$ cat config.mk
export PLATFORM = sky130hd
export DESIGN_NAME = uart_rx_cmd_parser
export DESIGN_NICKNAME = d
export VERILOG_FILES = /design/src/rtl/uart_cmd_pkg.sv /design/src/rtl/cmd_timeout_cnt.sv /design/src/rtl/uart_rx_cmd_parser.sv
export SDC_FILE = /design/constraint.sdc
export NUM_CORES = 1
export LEC_CHECK = 0
export CAP_MARGIN = 5
export CORE_MARGIN = 2
export CORE_UTILIZATION = 54
export DETAILED_ROUTE_END_ITERATION = 12
export GPL_ROUTABILITY_DRIVEN = 0
export GPL_TIMING_DRIVEN = 0
export HOLD_SLACK_MARGIN = 0.03
export PLACE_DENSITY = 0.84
export SYNTH_ARGS = -nofsm -noshare
export SYNTH_HDL_FRONTEND = slang
export SYNTH_SLANG_ARGS = --single-unit
$ cat constraint.sdc
create_clock -name CLK -period 3.7 [get_ports CLK]
set_input_delay 0.555 -clock CLK [delete_from_list [all_inputs] [get_ports CLK]]
set_output_delay 0.555 -clock CLK [all_outputs]
set_load 0.01 [all_outputs]
$ cat src/rtl/uart_cmd_pkg.sv
// Shared opcodes, command-type encodings and FSM state codes for the
// UART command parser.
package uart_cmd_pkg;

  localparam logic [7:0] OP_RF_WR   = 8'hAA;
  localparam logic [7:0] OP_RF_RD   = 8'hBB;
  localparam logic [7:0] OP_ALU_OPS = 8'hCC;
  localparam logic [7:0] OP_ALU_NOP = 8'hDD;

  typedef enum logic [1:0] {
    CMD_RF_WR   = 2'd0,
    CMD_RF_RD   = 2'd1,
    CMD_ALU_OPS = 2'd2,
    CMD_ALU_NOP = 2'd3
  } cmd_type_e;

  localparam logic [2:0] S_IDLE      = 3'd0;
  localparam logic [2:0] S_GET_ADDR  = 3'd1;
  localparam logic [2:0] S_GET_WDATA = 3'd2;
  localparam logic [2:0] S_GET_OPA   = 3'd3;
  localparam logic [2:0] S_GET_OPB   = 3'd4;
  localparam logic [2:0] S_GET_FUN   = 3'd5;
  localparam logic [2:0] S_HOLD      = 3'd6;

  function automatic logic is_get_state(input logic [2:0] s);
    return (s == S_GET_ADDR) || (s == S_GET_WDATA) || (s == S_GET_OPA) ||
           (s == S_GET_OPB)  || (s == S_GET_FUN);
  endfunction

endpackage

$ cat src/rtl/cmd_timeout_cnt.sv
// Inter-byte watchdog: counts enabled idle cycles and flags the cycle in
// which the count sits at TIMEOUT_CYC-1 without being cleared.
module cmd_timeout_cnt #(
  parameter int TIMEOUT_CYC = 1000
) (
  input  logic CLK,
  input  logic RST,
  input  logic clr,
  input  logic en,
  output logic expire
);

  localparam int CW = (TIMEOUT_CYC > 2) ? $clog2(TIMEOUT_CYC) : 1;
  localparam logic [CW-1:0] TC = CW'(TIMEOUT_CYC - 1);

  logic [CW-1:0] cnt;

  assign expire = en & ~clr & (cnt == TC);

  // Parks at the terminal value so a stalled enable cannot wrap around.
  always_ff @(posedge CLK) begin
    if (RST || clr) begin
      cnt <= '0;
    end else if (en && (cnt != TC)) begin
      cnt <= cnt + 1'b1;
    end
  end

endmodule

$ cat src/rtl/uart_rx_cmd_parser.sv
// Assembles UART bytes into command frames and hands one decoded command
// per frame to the controller over a valid/ready handshake.
//
// state       | meaning
// S_IDLE      | waiting for an opcode byte
// S_GET_ADDR  | waiting for the address byte (RF_WR / RF_RD)
// S_GET_WDATA | waiting for the write-data byte (RF_WR)
// S_GET_OPA   | waiting for ALU operand A
// S_GET_OPB   | waiting for ALU operand B
// S_GET_FUN   | waiting for the ALU function byte (ALU_OPS / ALU_NOP)
// S_HOLD      | command presented, waiting for cmd_ready
module uart_rx_cmd_parser
  import uart_cmd_pkg::*;
#(
  parameter int ADDR_W      = 4,
  parameter int TIMEOUT_CYC = 1000,
  parameter int ERR_CNT_W   = 8
) (
  input  logic                 CLK,
  input  logic                 RST,
  input  logic [7:0]           rx_data,
  input  logic                 rx_valid,
  input  logic                 rx_par_err,
  input  logic                 rx_frame_err,
  output logic                 cmd_valid,
  input  logic                 cmd_ready,
  output logic [1:0]           cmd_type,
  output logic [ADDR_W-1:0]    cmd_addr,
  output logic [7:0]           cmd_wdata,
  output logic [7:0]           cmd_op_a,
  output logic [7:0]           cmd_op_b,
  output logic [3:0]           cmd_fun,
  output logic                 err_pulse,
  output logic [ERR_CNT_W-1:0] err_cnt
);

  logic [2:0] state, state_nxt;
  logic       byte_ok, byte_bad, as_idle, in_get;
  logic       tmo_clr, tmo_expire, err_evt;
  logic       ld_type, ld_addr, ld_wdata, ld_opa, ld_opb, ld_fun;
  cmd_type_e  type_nxt;

  assign byte_ok   = rx_valid & ~rx_par_err & ~rx_frame_err;
  assign byte_bad  = rx_valid & (rx_par_err | rx_frame_err);
  assign in_get    = is_get_state(state);
  // A handshake in HOLD frees the parser in the same cycle, so that cycle's
  // byte is decoded as an opcode instead of being lost.
  assign as_idle   = (state == S_IDLE) | ((state == S_HOLD) & cmd_ready);
  assign cmd_valid = (state == S_HOLD);
  assign tmo_clr   = rx_valid | ~in_get;

  cmd_timeout_cnt #(
    .TIMEOUT_CYC(TIMEOUT_CYC)
  ) u_timeout (
    .CLK    (CLK),
    .RST    (RST),
    .clr    (tmo_clr),
    .en     (in_get),
    .expire (tmo_expire)
  );

  always_comb begin
    state_nxt = state;
    err_evt   = 1'b0;
    ld_type   = 1'b0;
    ld_addr   = 1'b0;
    ld_wdata  = 1'b0;
    ld_opa    = 1'b0;
    ld_opb    = 1'b0;
    ld_fun    = 1'b0;
    type_nxt  = CMD_ALU_NOP;

    if ((state == S_HOLD) && !cmd_ready) begin
      err_evt = rx_valid;
    end else if (as_idle) begin
      state_nxt = S_IDLE;
      if (byte_bad) begin
        err_evt = 1'b1;
      end else if (byte_ok) begin
        case (rx_data)
          OP_RF_WR: begin
            ld_type = 1'b1; type_nxt = CMD_RF_WR; state_nxt = S_GET_ADDR;
          end
          OP_RF_RD: begin
            ld_type = 1'b1; type_nxt = CMD_RF_RD; state_nxt = S_GET_ADDR;
          end
          OP_ALU_OPS: begin
            ld_type = 1'b1; type_nxt = CMD_ALU_OPS; state_nxt = S_GET_OPA;
          end
          OP_ALU_NOP: begin
            ld_type = 1'b1; type_nxt = CMD_ALU_NOP; state_nxt = S_GET_FUN;
          end
          default: err_evt = 1'b1;
        endcase
      end
    end else begin
      if (byte_bad) begin
        state_nxt = S_IDLE;
        err_evt   = 1'b1;
      end else if (byte_ok) begin
        case (state)
          S_GET_ADDR: begin
            ld_addr   = 1'b1;
            state_nxt = (cmd_type == CMD_RF_WR) ? S_GET_WDATA : S_HOLD;
          end
          S_GET_WDATA: begin ld_wdata = 1'b1; state_nxt = S_HOLD;    end
          S_GET_OPA:   begin ld_opa   = 1'b1; state_nxt = S_GET_OPB; end
          S_GET_OPB:   begin ld_opb   = 1'b1; state_nxt = S_GET_FUN; end
          S_GET_FUN:   begin ld_fun   = 1'b1; state_nxt = S_HOLD;    end
          default:     state_nxt = S_IDLE;
        endcase
      end else if (tmo_expire) begin
        state_nxt = S_IDLE;
        err_evt   = 1'b1;
      end
    end
  end

  always_ff @(posedge CLK) begin
    if (RST) begin
      state     <= S_IDLE;
      err_pulse <= 1'b0;
      err_cnt   <= '0;
      cmd_type  <= '0;
      cmd_addr  <= '0;
      cmd_wdata <= '0;
      cmd_op_a  <= '0;
      cmd_op_b  <= '0;
      cmd_fun   <= '0;
    end else begin
      state     <= state_nxt;
      err_pulse <= err_evt;
      if (err_evt && (err_cnt != '1)) err_cnt <= err_cnt + 1'b1;
      if (ld_type)  cmd_type  <= type_nxt;
      if (ld_addr)  cmd_addr  <= rx_data[ADDR_W-1:0];
      if (ld_wdata) cmd_wdata <= rx_data;
      if (ld_opa)   cmd_op_a  <= rx_data;
      if (ld_opb)   cmd_op_b  <= rx_data;
      if (ld_fun)   cmd_fun   <= rx_data[3:0];
    end
  end

endmodule

==> Word-level counts from Yosys, hierarchy flattened <==
Cells that the tools add are included.
{ "word_totals": {"register_bits": 56, "input_bits": 14, "out_inout_bits": 44, "elab_cells": 107} }
{ "classes": {"addsub": 2, "eq_ne": 13, "mux": 52, "bitwise_logic": 14, "reduce_logical": 16} }
{ "op_table": {"columns": ["cell", "n"], "rows": [
  ["1-bit 2-to-1 mux", 38],
  ["8-bit == test (second input constant)", 4],
  ["3-bit 2-to-1 mux", 7],
  ["3-bit one-hot mux with 4 select lines", 1],
  ["10-bit by 1-bit adder with 10-bit output (second input constant)", 1],
  ["10-bit == test (second input constant)", 1],
  ["10-bit != test (second input constant)", 1],
  ["3-bit == test (second input constant)", 3],
  ["3-bit one-hot mux with 3 select lines", 1],
  ["8-bit by 1-bit adder with 8-bit output (second input constant)", 1],
  ["2-bit 2-to-1 mux", 4],
  ["8-bit != test (second input constant)", 1],
  ["1-bit AND", 6],
  ["3-bit by 2-bit == test with 1-bit output (second input constant)", 2],
  ["2-bit one-hot mux with 3 select lines", 1],
  ["1-bit logical OR", 5],
  ["1-bit NOT", 5],
  ["4-bit nonzero test", 1],
  ["2-bit OR reduction", 2],
  ["4-bit OR reduction", 1],
  ["3-bit by 1-bit == test with 1-bit output (second input constant)", 1],
  ["1-bit logical AND", 3],
  ["3-bit zero test", 1],
  ["1-bit OR", 3],
  ["3 further kinds", 3]
]} }

==> Depth between registers and ports, before layout <==
{ "logic_depth": {"depth_word": 16, "mapped_depth": 7, "mapped_depth_nobuf": 6} }

==> Hierarchy <==
Synthesis repeated with hierarchy kept, for this count alone.
{ "unflattened": {"cells_unflattened": 289, "hier_area_um2": 2605.0} }
{ "modules_own_cells": {"columns": ["mod", "n_inst", "cells_per_inst", "area_each_um2", "seq_area_each_um2"], "rows": [
  ["uart_rx_cmd_parser", 1, 223, 2021.9, 920.9],
  ["cmd_timeout_cnt", 1, 66, 583.1, 200.2]
]} }

==> Least setup slack after synthesis <==
No wires, ideal clock.
{ "synth_path": {"path_kind": "input-to-reg", "start": "input rx_par_err", "end": "register err_cnt[4]", "setup_time_ps": 123, "t_arrival_ps": 2062, "required_time_ps": 3577, "path_slack_ps": 1515, "path_stages": 6, "n_path_buf": 1, "path_cell_list": "or3b_1 buf_6 a211oi_4 nand2_2 o32ai_2 mux2_1"} }
{ "synth_between": {"elab_chain_cells": 8, "word_cells_on_any_way": 12, "classes_between": "6 x mux; 5 x bitwise; 1 x reduce/logical"} }
{ "synth_lines": {"columns": ["element", "line", "source"], "rows": [
  ["start, declared", "uart_rx_cmd_parser.sv:23", "input logic rx_par_err,"],
  ["1-bit NOT", "uart_rx_cmd_parser.sv:43", "assign byte_ok = rx_valid & ~rx_par_err & ~rx_frame_err;"],
  ["1-bit AND (2 in series)", "uart_rx_cmd_parser.sv:43", null],
  ["1-bit 2-to-1 mux (on tied branches)", "uart_rx_cmd_parser.sv:100, uart_rx_cmd_parser.sv:79", null],
  ["1-bit 2-to-1 mux (on tied branches)", "uart_rx_cmd_parser.sv:97, uart_rx_cmd_parser.sv:77", null],
  ["1-bit 2-to-1 mux (*)", "uart_rx_cmd_parser.sv:75", "end else if (as_idle) begin"],
  ["1-bit 2-to-1 mux (*)", "uart_rx_cmd_parser.sv:73", "if ((state == S_HOLD) && !cmd_ready) begin"],
  ["1-bit logical AND (*)", "uart_rx_cmd_parser.sv:133", "if (err_evt && (err_cnt != '1)) err_cnt <= err_cnt + 1'b1;"],
  ["end signal, assigned", "uart_rx_cmd_parser.sv:133", null],
  ["end, declared", "uart_rx_cmd_parser.sv:34", "output logic [ERR_CNT_W-1:0] err_cnt"]
]} }
Mark *: on every way between the ends. The rest lies on a longest branch, timed or not.
A chain may end at the register's enable or synchronous reset.

==> Final worst setup path <==
{ "layout_path": {"start": "input rx_data[2]", "end": "register err_cnt[0]"} }
{ "layout_between": {"elab_chain_cells": 8, "word_cells_on_any_way": 11, "classes_between": "4 x eq/ne; 5 x mux; 2 x reduce/logical"} }
{ "layout_lines": {"columns": ["element", "line", "source"], "rows": [
  ["start, declared", "uart_rx_cmd_parser.sv:21", "input logic [7:0] rx_data,"],
  ["8-bit == test", "uart_rx_cmd_parser.sv:80", "case (rx_data)"],
  ["4-bit OR reduction (no line) (*)", null, null],
  ["1-bit 2-to-1 mux (*)", "uart_rx_cmd_parser.sv:80", null],
  ["1-bit 2-to-1 mux (*)", "uart_rx_cmd_parser.sv:79", "end else if (byte_ok) begin"],
  ["1-bit 2-to-1 mux (*)", "uart_rx_cmd_parser.sv:77", "if (byte_bad) begin"],
  ["1-bit 2-to-1 mux (*)", "uart_rx_cmd_parser.sv:75", null],
  ["1-bit 2-to-1 mux (*)", "uart_rx_cmd_parser.sv:73", null],
  ["1-bit logical AND (*)", "uart_rx_cmd_parser.sv:133", null]
]} }
Marks and branches as above.

==> out/results.ini <==
[yosys]
synthFlopType=dfxtp_1
synth-seq-cells=56
syn_nets=323
yosysTopAreaCell=dfxtp_1
synth_top_area_share=0.4216
ys_seq_area_frac=0.4216
ys_warn_count=0
syn_avg_cell_area_um2=8.661
synth_area_leaders=dfxtp_1 42%, mux2i_1 8.3%, nor2_1 6.6%
synth.distinct_cells=51
synth_cells=307
async_reset_ff_frac=0
syn_area_um2=2659
synth-edff-count=0

[placed_design]
port-buffer-count=57
place_hpwl_um=4526
pre_cts_ws_ns=0.8255

[sta]
tightestPinTransition_ns=0.7337
finalHoldViolations=0
timing.hold.ws_ns=0.4606
maxSlewViolCount=0
timing.fmax_ghz=0.3890
fin_ws_ns=1.129
period_needed_ns=2.571
rsz0062_at_grt=no
skew_ns=0.01249
setup_viol=0
fin_crit_sh=0.6949
fin_tns_setup_ns=0
slew_headroom=0.5072

[route]
ant_nets=0
viasPerCell=5.574
wire_per_inst_um=14.29
drcViolationCount=0
first_pass_iters=8
drt_iter0_markers=190
via_count=2447
finalWirelength_um=6272

[finish]
layout_commonest_cell=clkdlybuf4s50_1
layout-drive-gt1-share=0.07258
layout_common_cells=57 x clkdlybuf4s50_1, 56 x dfxtp_1, 47 x nor2_1
post-route-util=0.7203
n_antenna_cell=0
fin_nets=387
area_growth_pct=27.95

[setup_path]
reg2regPathDepth=7
crit_arrival_ns=2.78
crit_chain=clkdlybuf4s50_1 > and4bb_2 > o221ai_1 > nand2_2 > o22ai_1 > mux2_1
cp.depth=6
setup.worst_path.end_class=register
required_ns=3.91
setup.worst_path.class=in -> reg
cp_top_family=compound AO/OA/AOI/OAI gates
crit_buf_inv=1
cp_max_fo=7
cpMaxStageDelayCell=clkdlybuf4s50_1
slowest_delay_ns=0.67
critPathLaunchType=input port

[clock_network]
post_cts.resized_instances=0
cts_setup_buffers=0
cts.clk_slew.worst_paths_ns=0.10
cts_root_buf=clkbuf_8
cts_tree=yes
cts_inserted_buffers=5
clock-sinks=56
htreeDepth=2
clockBufferDepth=2
worstSkewPairLatency_ns=0.31
cts_hold_buf=0

[floorplan]
rows=25
initial_utilization=0.5629
dieArea_um2=5501
die_width_um=74.17
die_y_um=74.17
core_area_um2=4723
io_pins=58

[global_routing]
grtUsageTotal=0.2419
grt_antenna_before_repair=0
grt_pass1_wl_um=10370
grt_pass1_vias=2259
grt_start_max_net_pins=18
grt.overflow.total=0

[run_status]
status=finished clean

[pwr]
power_leakage_uw=0.001175
ir_drop_uv=250.0
cellPowerDensity_nw_per_um2=303.8

[flow_run]
cap_violations=0

[worst_hold_path]
holdCritPathClass=reg -> reg
hold_depth=2

-- through the flow --
step / power [uW] / cells / instance area (um^2)
6_report: 1034 / 439 / 3402
3_3_place_gp: 712.4 / 431 / 3313
5_1_grt: 1080 / 439 / 3402
3_5_place_dp: 715.8 / 431 / 3313
4_1_cts: 1042 / 439 / 3402
2_1_floorplan: 672.6 / 307 / 2659
-- worst register-to-register path, cell delays in order (launching register included) --
cell and delay, ns:
dfxtp_1 0.38, ha_1 0.20, nand2_1 0.13, nor4_4 0.54
a31oi_1 0.22, buf_2 0.23, o22ai_1 0.19, mux2_2 0.35
-- kinds of logic after synthesis --
logic type                 Yosys count  share of synthesized area
and+or+nand+nor                    149                     0.2899
muxes                               29                     0.1125
xor gates and xnor gates             9                    0.02965
AOI/OAI and AO/OA                   41                     0.1021
adders and majority gates            2                   0.009410
buffers and inverters               21                    0.03482
DFF                                 56                     0.4216
-- cell usage after synthesis (all sizes together) (3+ instances only) --
cell type  count
buf            9
nor2b          7
mux2           7
nor4           7
mux2i         22
nand4          5
a21oi         19
and3           3
nand2         35
o21ai          5
clkbuf         7
nand2b         6
inv            3
nand3         22
o22ai          4
nor2          47
dfxtp         56
xnor2          9
-- worst paths after layout --
| kind | endpoint | slack [ns] | startpoint |
|---|---|---|---|
| setup / recovery | err_cnt[0]$_SDFFE_PP0P_ | 1.13 | rx_data[2] |
| hold / removal | cmd_wdata[3]$_SDFFE_PP0P_ | 0.46 | cmd_wdata[3]$_SDFFE_PP0P_ |
| setup reg to reg | err_cnt[7]$_SDFFE_PP0P_ | 1.37 | u_timeout.cnt[0]$_SDFFE_PP0P_ |
| hold reg to reg | cmd_wdata[3]$_SDFFE_PP0P_ | 0.46 | cmd_wdata[3]$_SDFFE_PP0P_ |
-- state kept, by name (all words and copies together) (netlist names) --
| name | flops |
|---|---|
| cmd_wdata | 8 |
| cmd_addr | 4 |
| u_timeout.cnt | 10 |
| cmd_op_a | 8 |
| cmd_type | 2 |
| cmd_op_b | 8 |
| state | 3 |
| err_pulse | 1 |
| cmd_fun | 4 |
| err_cnt | 8 |
-- area by class of cell --
type                    count  area [um^2]
multi-input cells         230         1445
fillers                   405         1321
flip-flops and latches     56         1121
repair buffers             57        570.5
well taps                  67        83.83
plain buffers              16        73.82
clock buffers               6        72.57
inverters                   5        18.77
clock inverters             2        16.27
-- power breakdown --
group,switching [uW],internal (uW)
logic,52.0,39.3
clock network,195,135
registers,4.38,607
-- routing by layer --
| metal | track usage | part of all wire |
|---|---|---|
| met5 | 0 | 0 |
| met3 | 0.03930 | 0.072 |
| met1 | 0.3188 | 0.42 |
| met2 | 0.3938 | 0.48 |
| met4 | 0.1030 | 0.022 |
(Power assumes the default switching activity.)
